### src/rtl/imul_seq_if.sv
// -----------------------------------------------------------------------------
// imul_seq_if
//
// Purpose:
//   Handshake bundle between the mantissa multiplier and its neighbours.
//   It carries the operand channel from upstream and the product channel
//   to the normalise/exponent-adjust stage.
//
// Parameters:
//   WIDTH      operand width in bits (hidden bit included)
//
// Signals:
//   in_valid   upstream -> mul   operands a/b valid
//   in_ready   mul -> upstream   multiplier can accept operands
//   a          upstream -> mul   multiplicand, unsigned, WIDTH bits
//   b          upstream -> mul   multiplier, unsigned, WIDTH bits
//   out_valid  mul -> consumer   product valid
//   out_ready  consumer -> mul   consumer accepts product
//   out        mul -> consumer   unsigned product a*b, 2*WIDTH bits
//
// Modports:
//   master     operand producer / product consumer (e.g. the testbench)
//   slave      the multiplier itself
// -----------------------------------------------------------------------------
interface imul_seq_if #(
    parameter int WIDTH = 24
);
    logic                   in_valid;
    logic                   in_ready;
    logic [WIDTH-1:0]       a;
    logic [WIDTH-1:0]       b;
    logic                   out_valid;
    logic                   out_ready;
    logic [2*WIDTH-1:0]     out;

    modport master (
        output in_valid,
        output a,
        output b,
        output out_ready,
        input  in_ready,
        input  out_valid,
        input  out
    );

    modport slave (
        input  in_valid,
        input  a,
        input  b,
        input  out_ready,
        output in_ready,
        output out_valid,
        output out
    );
endinterface

### src/rtl/imul_seq.sv
// -----------------------------------------------------------------------------
// imul_seq
//
// Purpose:
//   Iterative, handshaked unsigned mantissa multiplier for the FPU datapath.
//   Two WIDTH-bit mantissas produce the full, unrounded 2*WIDTH-bit product,
//   used as mant_mul by the single-precision normalise/exponent-adjust logic.
//   A shift-and-add loop retires multiplier bits one (radix-2) or two
//   (radix-4) per cycle. Latency is data-independent.
//
// Build option:
//   IMUL_SEQ_RADIX4_EN   when defined, two multiplier bits are retired per
//                        cycle (N = WIDTH/2). Otherwise radix-2 (N = WIDTH).
//
// Parameters:
//   WIDTH      operand width in bits, must be >= 2 and even (default 24)
//
// Ports:
//   clk        rising-edge clock
//   rst        asynchronous, active-high reset
//   mul_if     imul_seq_if.slave bundle:
//                in_valid/in_ready/a/b        operand handshake
//                out_valid/out_ready/out      product handshake
//
// Timing:
//   Operands are accepted on edge 0. The iterations run on edges 1..N, and
//   out_valid is high from cycle N+1 until out_ready is seen. in_ready is
//   low outside IDLE, so the minimum issue interval is N+2 cycles.
// -----------------------------------------------------------------------------
module imul_seq #(
    parameter int WIDTH = 24
) (
    input  logic        clk,
    input  logic        rst,
    imul_seq_if.slave   mul_if
);

    // -------------------------------------------------------------------------
    // Derived constants
    // -------------------------------------------------------------------------
`ifdef IMUL_SEQ_RADIX4_EN
    localparam int N = WIDTH / 2;
`else
    localparam int N = WIDTH;
`endif
    localparam int CNT_W = $clog2(N + 1);

    if ((WIDTH < 2) || ((WIDTH % 2) != 0)) begin : g_bad_width
        $error("imul_seq: WIDTH must be >= 2 and even");
    end

    // -------------------------------------------------------------------------
    // State encoding
    // -------------------------------------------------------------------------
    typedef enum logic [1:0] {
        IDLE = 2'd0,
        RUN  = 2'd1,
        DONE = 2'd2
    } state_t;

    state_t                 state_q, state_d;
    logic [2*WIDTH-1:0]     acc_q, acc_d;
    logic [WIDTH-1:0]       mcand_q, mcand_d;
    logic [WIDTH-1:0]       mplier_q, mplier_d;
    logic [CNT_W-1:0]       count_q, count_d;
    logic [2*WIDTH-1:0]     out_q, out_d;
`ifdef IMUL_SEQ_RADIX4_EN
    // 3*mcand needs two extra bits; it is built once per job so the
    // per-iteration path is a single W+2 bit adder behind a 4:1 mux.
    logic [WIDTH+1:0]       mcand3_q, mcand3_d;
`endif

    logic                   in_ready;
    logic                   out_valid;

    // -------------------------------------------------------------------------
    // One iteration of the shift-and-add loop
    // -------------------------------------------------------------------------
`ifdef IMUL_SEQ_RADIX4_EN
    // Add 0/1/2/3 * mcand into the upper half, then shift right by two.
    // The upper half stays below 2^W, so the W+2 bit sum cannot overflow.
    function automatic logic [2*WIDTH-1:0] radix4_step(
        input logic [2*WIDTH-1:0] acc,
        input logic [WIDTH-1:0]   mcand,
        input logic [WIDTH+1:0]   mcand3,
        input logic [1:0]         sel
    );
        logic [WIDTH+1:0] addend;
        logic [WIDTH+1:0] sum;
        case (sel)
            2'd0:    addend = '0;
            2'd1:    addend = {2'b00, mcand};
            2'd2:    addend = {1'b0, mcand, 1'b0};
            default: addend = mcand3;
        endcase
        sum = {2'b00, acc[2*WIDTH-1:WIDTH]} + addend;
        return (2*WIDTH)'({sum, acc[WIDTH-1:0]} >> 2);
    endfunction
`else
    // Add mcand into the upper half when the current multiplier bit is set,
    // then shift {carry, sum, lower half} right by one.
    function automatic logic [2*WIDTH-1:0] radix2_step(
        input logic [2*WIDTH-1:0] acc,
        input logic [WIDTH-1:0]   mcand,
        input logic               sel
    );
        logic [WIDTH:0] addend;
        logic [WIDTH:0] sum;
        addend = sel ? {1'b0, mcand} : '0;
        sum    = {1'b0, acc[2*WIDTH-1:WIDTH]} + addend;
        return (2*WIDTH)'({sum, acc[WIDTH-1:0]} >> 1);
    endfunction
`endif

    // -------------------------------------------------------------------------
    // State and datapath registers
    // -------------------------------------------------------------------------
    always_ff @(posedge clk or posedge rst) begin
        if (rst) begin
            state_q  <= IDLE;
            acc_q    <= '0;
            mcand_q  <= '0;
            mplier_q <= '0;
            count_q  <= '0;
            out_q    <= '0;
`ifdef IMUL_SEQ_RADIX4_EN
            mcand3_q <= '0;
`endif
        end else begin
            state_q  <= state_d;
            acc_q    <= acc_d;
            mcand_q  <= mcand_d;
            mplier_q <= mplier_d;
            count_q  <= count_d;
            out_q    <= out_d;
`ifdef IMUL_SEQ_RADIX4_EN
            mcand3_q <= mcand3_d;
`endif
        end
    end

    // -------------------------------------------------------------------------
    // Next-state, datapath and handshake outputs
    // -------------------------------------------------------------------------
    always_comb begin
        state_d   = state_q;
        acc_d     = acc_q;
        mcand_d   = mcand_q;
        mplier_d  = mplier_q;
        count_d   = count_q;
        out_d     = out_q;
`ifdef IMUL_SEQ_RADIX4_EN
        mcand3_d  = mcand3_q;
`endif
        in_ready  = 1'b0;
        out_valid = 1'b0;

        case (state_q)
            IDLE: begin
                // Ready is masked by rst so nothing upstream can see a
                // handshake that the asynchronous reset will swallow.
                in_ready = !rst;
                if (mul_if.in_valid) begin
                    mcand_d  = mul_if.a;
                    mplier_d = mul_if.b;
                    acc_d    = '0;
                    count_d  = CNT_W'(N);
`ifdef IMUL_SEQ_RADIX4_EN
                    mcand3_d = {2'b00, mul_if.a} + {1'b0, mul_if.a, 1'b0};
`endif
                    state_d  = RUN;
                end
            end

            RUN: begin
`ifdef IMUL_SEQ_RADIX4_EN
                acc_d    = radix4_step(acc_q, mcand_q, mcand3_q, mplier_q[1:0]);
                mplier_d = mplier_q >> 2;
`else
                acc_d    = radix2_step(acc_q, mcand_q, mplier_q[0]);
                mplier_d = mplier_q >> 1;
`endif
                count_d  = count_q - 1'b1;
                // The last iteration writes its own result straight into the
                // output register so DONE presents the finished product.
                if (count_q == CNT_W'(1)) begin
                    out_d   = acc_d;
                    state_d = DONE;
                end
            end

            DONE: begin
                out_valid = 1'b1;
                if (mul_if.out_ready) begin
                    state_d = IDLE;
                end
            end

            default: begin
                state_d = IDLE;
            end
        endcase
    end

    assign mul_if.in_ready  = in_ready;
    assign mul_if.out_valid = out_valid;
    assign mul_if.out       = out_q;

endmodule
### src/flat_wrapper.sv
// flat-port wrapper written by rule: the top's interface ports become plain ports
module imul_seq_flat 
#(
    parameter int WIDTH = 24
)
  (clk, rst, mul_if_in_valid, mul_if_a, mul_if_b, mul_if_out_ready, mul_if_in_ready, mul_if_out_valid, mul_if_out);
  imul_seq_if #(.WIDTH(WIDTH)) mul_if_i ();
  input  logic clk;
  input  logic rst;
  input wire logic [$bits(mul_if_i.in_valid)-1:0] mul_if_in_valid;
  input wire logic [$bits(mul_if_i.a)-1:0] mul_if_a;
  input wire logic [$bits(mul_if_i.b)-1:0] mul_if_b;
  input wire logic [$bits(mul_if_i.out_ready)-1:0] mul_if_out_ready;
  output wire logic [$bits(mul_if_i.in_ready)-1:0] mul_if_in_ready;
  output wire logic [$bits(mul_if_i.out_valid)-1:0] mul_if_out_valid;
  output wire logic [$bits(mul_if_i.out)-1:0] mul_if_out;
  assign mul_if_i.in_valid = mul_if_in_valid;
  assign mul_if_i.a = mul_if_a;
  assign mul_if_i.b = mul_if_b;
  assign mul_if_i.out_ready = mul_if_out_ready;
  assign mul_if_in_ready = mul_if_i.in_ready;
  assign mul_if_out_valid = mul_if_i.out_valid;
  assign mul_if_out = mul_if_i.out;
  imul_seq #(.WIDTH(WIDTH)) u_core (.clk(clk), .rst(rst), .mul_if(mul_if_i));
endmodule
### config.mk
export PLATFORM = sky130hd
export DESIGN_NAME = imul_seq_flat
export DESIGN_NICKNAME = d
export VERILOG_FILES = /design/src/rtl/imul_seq_if.sv /design/src/rtl/imul_seq.sv /design/src/flat_wrapper.sv
export SDC_FILE = /design/constraint.sdc
export NUM_CORES = 1
export LEC_CHECK = 0
export CORE_MARGIN = 10
export CORE_UTILIZATION = 37
export CTS_CLUSTER_DIAMETER = 40
export DETAILED_ROUTE_END_ITERATION = 8
export PLACE_DENSITY = 0.57
export SLEW_MARGIN = 20
export SYNTH_ARGS = -nofsm -noshare
export SYNTH_HDL_FRONTEND = slang
export SYNTH_SLANG_ARGS = --single-unit
export TNS_END_PERCENT = 20
### constraint.sdc
create_clock -name clk -period 5.15 [get_ports clk]
set_clock_uncertainty 0.05 [all_clocks]
set_input_delay 0.515 -clock clk [delete_from_list [all_inputs] [get_ports clk]]
set_output_delay 0.515 -clock clk [all_outputs]
set_load 0.005 [all_outputs]
==> impl_metrics.toml <==
[worst_setup_path]
r2r-start = "u_core.mplier_q[0]"
path_class = "flip-flop to flip-flop"
cp-endpoint = "u_core.acc_q[43]"
cp.arrival_ps = 3450
required_ps = 5380
critPathLaunch = "u_core.mplier_q[0]"
path_max_fanout = 25
reg2reg_slack_ps = 1920
rr_worst_depth = 10
reg2reg_to = "u_core.acc_q[43]"
critical_path.startpoint_type = "flip-flop"
cp-end-kind = "flip-flop"

[pwr]
irDropWorstVdd_v = 0.0002588
power_density_mw_per_mm2 = 623.4
p_total_mw = 5.640
leakage_nw = 4.179

[global_route]
grt_pass1_wl_um = 29370
gr-total-overflow = 0
antenna_found_initial = 0
grtUsageTotal = 0.1387
grt_max_degree = 112
grt_pass1_vias = 5678

[detailed_routing]
via_per_inst = 5.011
via_count = 5452
drtPass1Iterations = 4
drc_errors = 0
ant_nets = 0
wirelength_um = 17310
wire_per_inst_um = 15.91
drt_iter0_markers = 316

[finish]
final_cell_count_no_fill = 1088
fin_nets = 894
area_growth_pct = 26.62
antenna_cells = 0
drive_gt1_frac = 0.09783
final_util = 0.4804
final_cell_mix = "nand2_1 (209), dfrtp_1 (150), clkdlybuf4s50_1 (101)"
final_common_cell = "nand2_1"

[hold_path]
hold_path.class = "flip-flop to flip-flop"

[synth]
synth_edf_count = 0
ys_types = 55
synth_area_per_cell_um2 = 9.760
synthesis.nets = 811
synth_flop_cell = "dfrtp_1"
async_flop_share = 1.000
syn_area_mm2 = 0.007144
synth-seq-cells = 150
yosys_warnings = 0
yosysSeqAreaShare = 0.5254
syn_inst = 732

[timing]
fin_tns_setup_ps = 0
grt_setup_unrepaired = "false"
max_freq_ghz = 0.3100
hold_viol_final = 0
setup_viol = 0
timing.hold.ws_ps = 426.5
slew_headroom = 0.4889
period_share = 0.6264
worst_slew_pin_slew_ps = 766.6
timing.final.crit_period_ps = 3226
drv_slew = 0

[floorplan]
io_pins = 102
start_util = 0.3794
coreArea_mm2 = 0.01883
die_w_um = 159.0
die_y_um = 159.0
row_count = 50
dieArea_mm2 = 0.02527

[clock_network]
insertion_delay_ps = 420
clock_sinks = 150
post_cts_buffers = 0
root_buffer = "clkbuf_16"
htreeDepth = 4
path_clk_slew_ps = 60
cts_buffers = 17
holdBufCountCts = 0
cts_tree = "yes"
cts_resized = 0
cts.path.max_buffers = 2

[place]
dp.cells = 1056
portBuffers = 101
dp_hpwl_um = 11730
gp_congestion = 0.8764

[job]
drv_cap = 0

[status]
outcome = "finished, final reports clean"
[worst min-delay path by stage]
stage	to	slack, ps	startpoint	cells past startpoint
after global placement	u_core.mcand_q[23]	410	u_core.mcand_q[23]	2
after global routing	u_core.mcand_q[22]	460	u_core.mcand_q[22]	2
after detailed placement	u_core.mcand_q[22]	410	u_core.mcand_q[22]	2
after CTS	u_core.mplier_q[1]	430	u_core.mplier_q[1]	2
final	u_core.mcand_q[11]	430	u_core.mcand_q[11]	2
after floorplan	u_core.mcand_q[21]	390	u_core.mcand_q[21]	2
[Yosys cell counts, types with 4 or more instances]
master / count / area (um^2)
nand2_1: 210 / 788.3
dfrtp_1: 150 / 3754
o21ai_0: 46 / 230.2
clkbuf_1: 34 / 127.6
and2_1: 27 / 168.9
o21ai_1: 27 / 135.1
ha_1: 26 / 325.3
a21oi_1: 25 / 125.1
a22oi_1: 23 / 172.7
mux2_2: 23 / 259.0
inv_1: 12 / 45.04
xnor2_1: 11 / 96.34
xor2_1: 11 / 96.34
nand3_1: 10 / 50.05
nor2_1: 8 / 30.03
a21o_1: 7 / 52.55
mux2_1: 7 / 78.83
a22o_1: 6 / 52.55
nand4_1: 5 / 31.28
a31oi_1: 4 / 25.02
buf_2: 4 / 20.02
nor3_1: 4 / 20.02
o21bai_1: 4 / 30.03
[worst max-delay path, stage by stage, from the launching register on]
cell and delay [ps]:
dfrtp_1 640, and2_1 280, ha_1 230, fa_1 420, a21oi_1 250, o21ai_1 130, a21oi_2 270, o2111ai_1 280
a31oi_1 250, xor2_1 210, o21ai_1 80
[per-layer routing]
metal	part of all wire	vias to the layer above	GRT usage
met4	0.011	0	0.04507
met1	0.48	2654	0.1814
met2	0.47	121	0.2188
met3	0.045	15	0.03666
met5	0	-	0
li1	-	2662	-
[logic make-up (layout without fill, tap and decap cells)]
group	count (synthesis)	count (layout)	synth area share
AOI/OAI and AO/OA	167	167	0.1501
xor gates and xnor gates	22	22	0.02697
adders and majority gates	27	27	0.04834
buffers and inverters	55	151	0.03082
DFF	150	150	0.5254
muxes	31	31	0.04869
and+or+nand+nor	280	280	0.1697
[state kept, by name (all words and copies together), names as in the netlist]
signal,count
u_core.mcand_q,24
u_core.mul_if.out,48
u_core.count_q,5
u_core.acc_q,47
u_core.state_q,2
u_core.mplier_q,24
[metrics by stage]
step	area [um^2]	setup slack, ps
3_3_place_gp	8372	1954
6_report	9046	1924
2_1_floorplan	7144	548.6
3_5_place_dp	8372	1896
4_1_cts	9039	1895
5_1_grt	9046	1654
[report_power, final]
group	internal [mW]	switching (mW)	leakage, nW
clock network	0.901	0.488	0.319
logic	1.01	1.23	1.93
registers	1.68	0.327	1.93
total	3.60	2.04	4.18
[layout make-up]
class	count	area [um^2]
flip-flops and latches	150	3754
inverters	12	52.55
repair buffers	107	1056
clock inverters	11	196.4
multi-input cells	527	3192
fillers	1741	9784
clock buffers	21	470.5
well taps	260	325.3
Note: power is estimated with default switching activity, not from simulation.
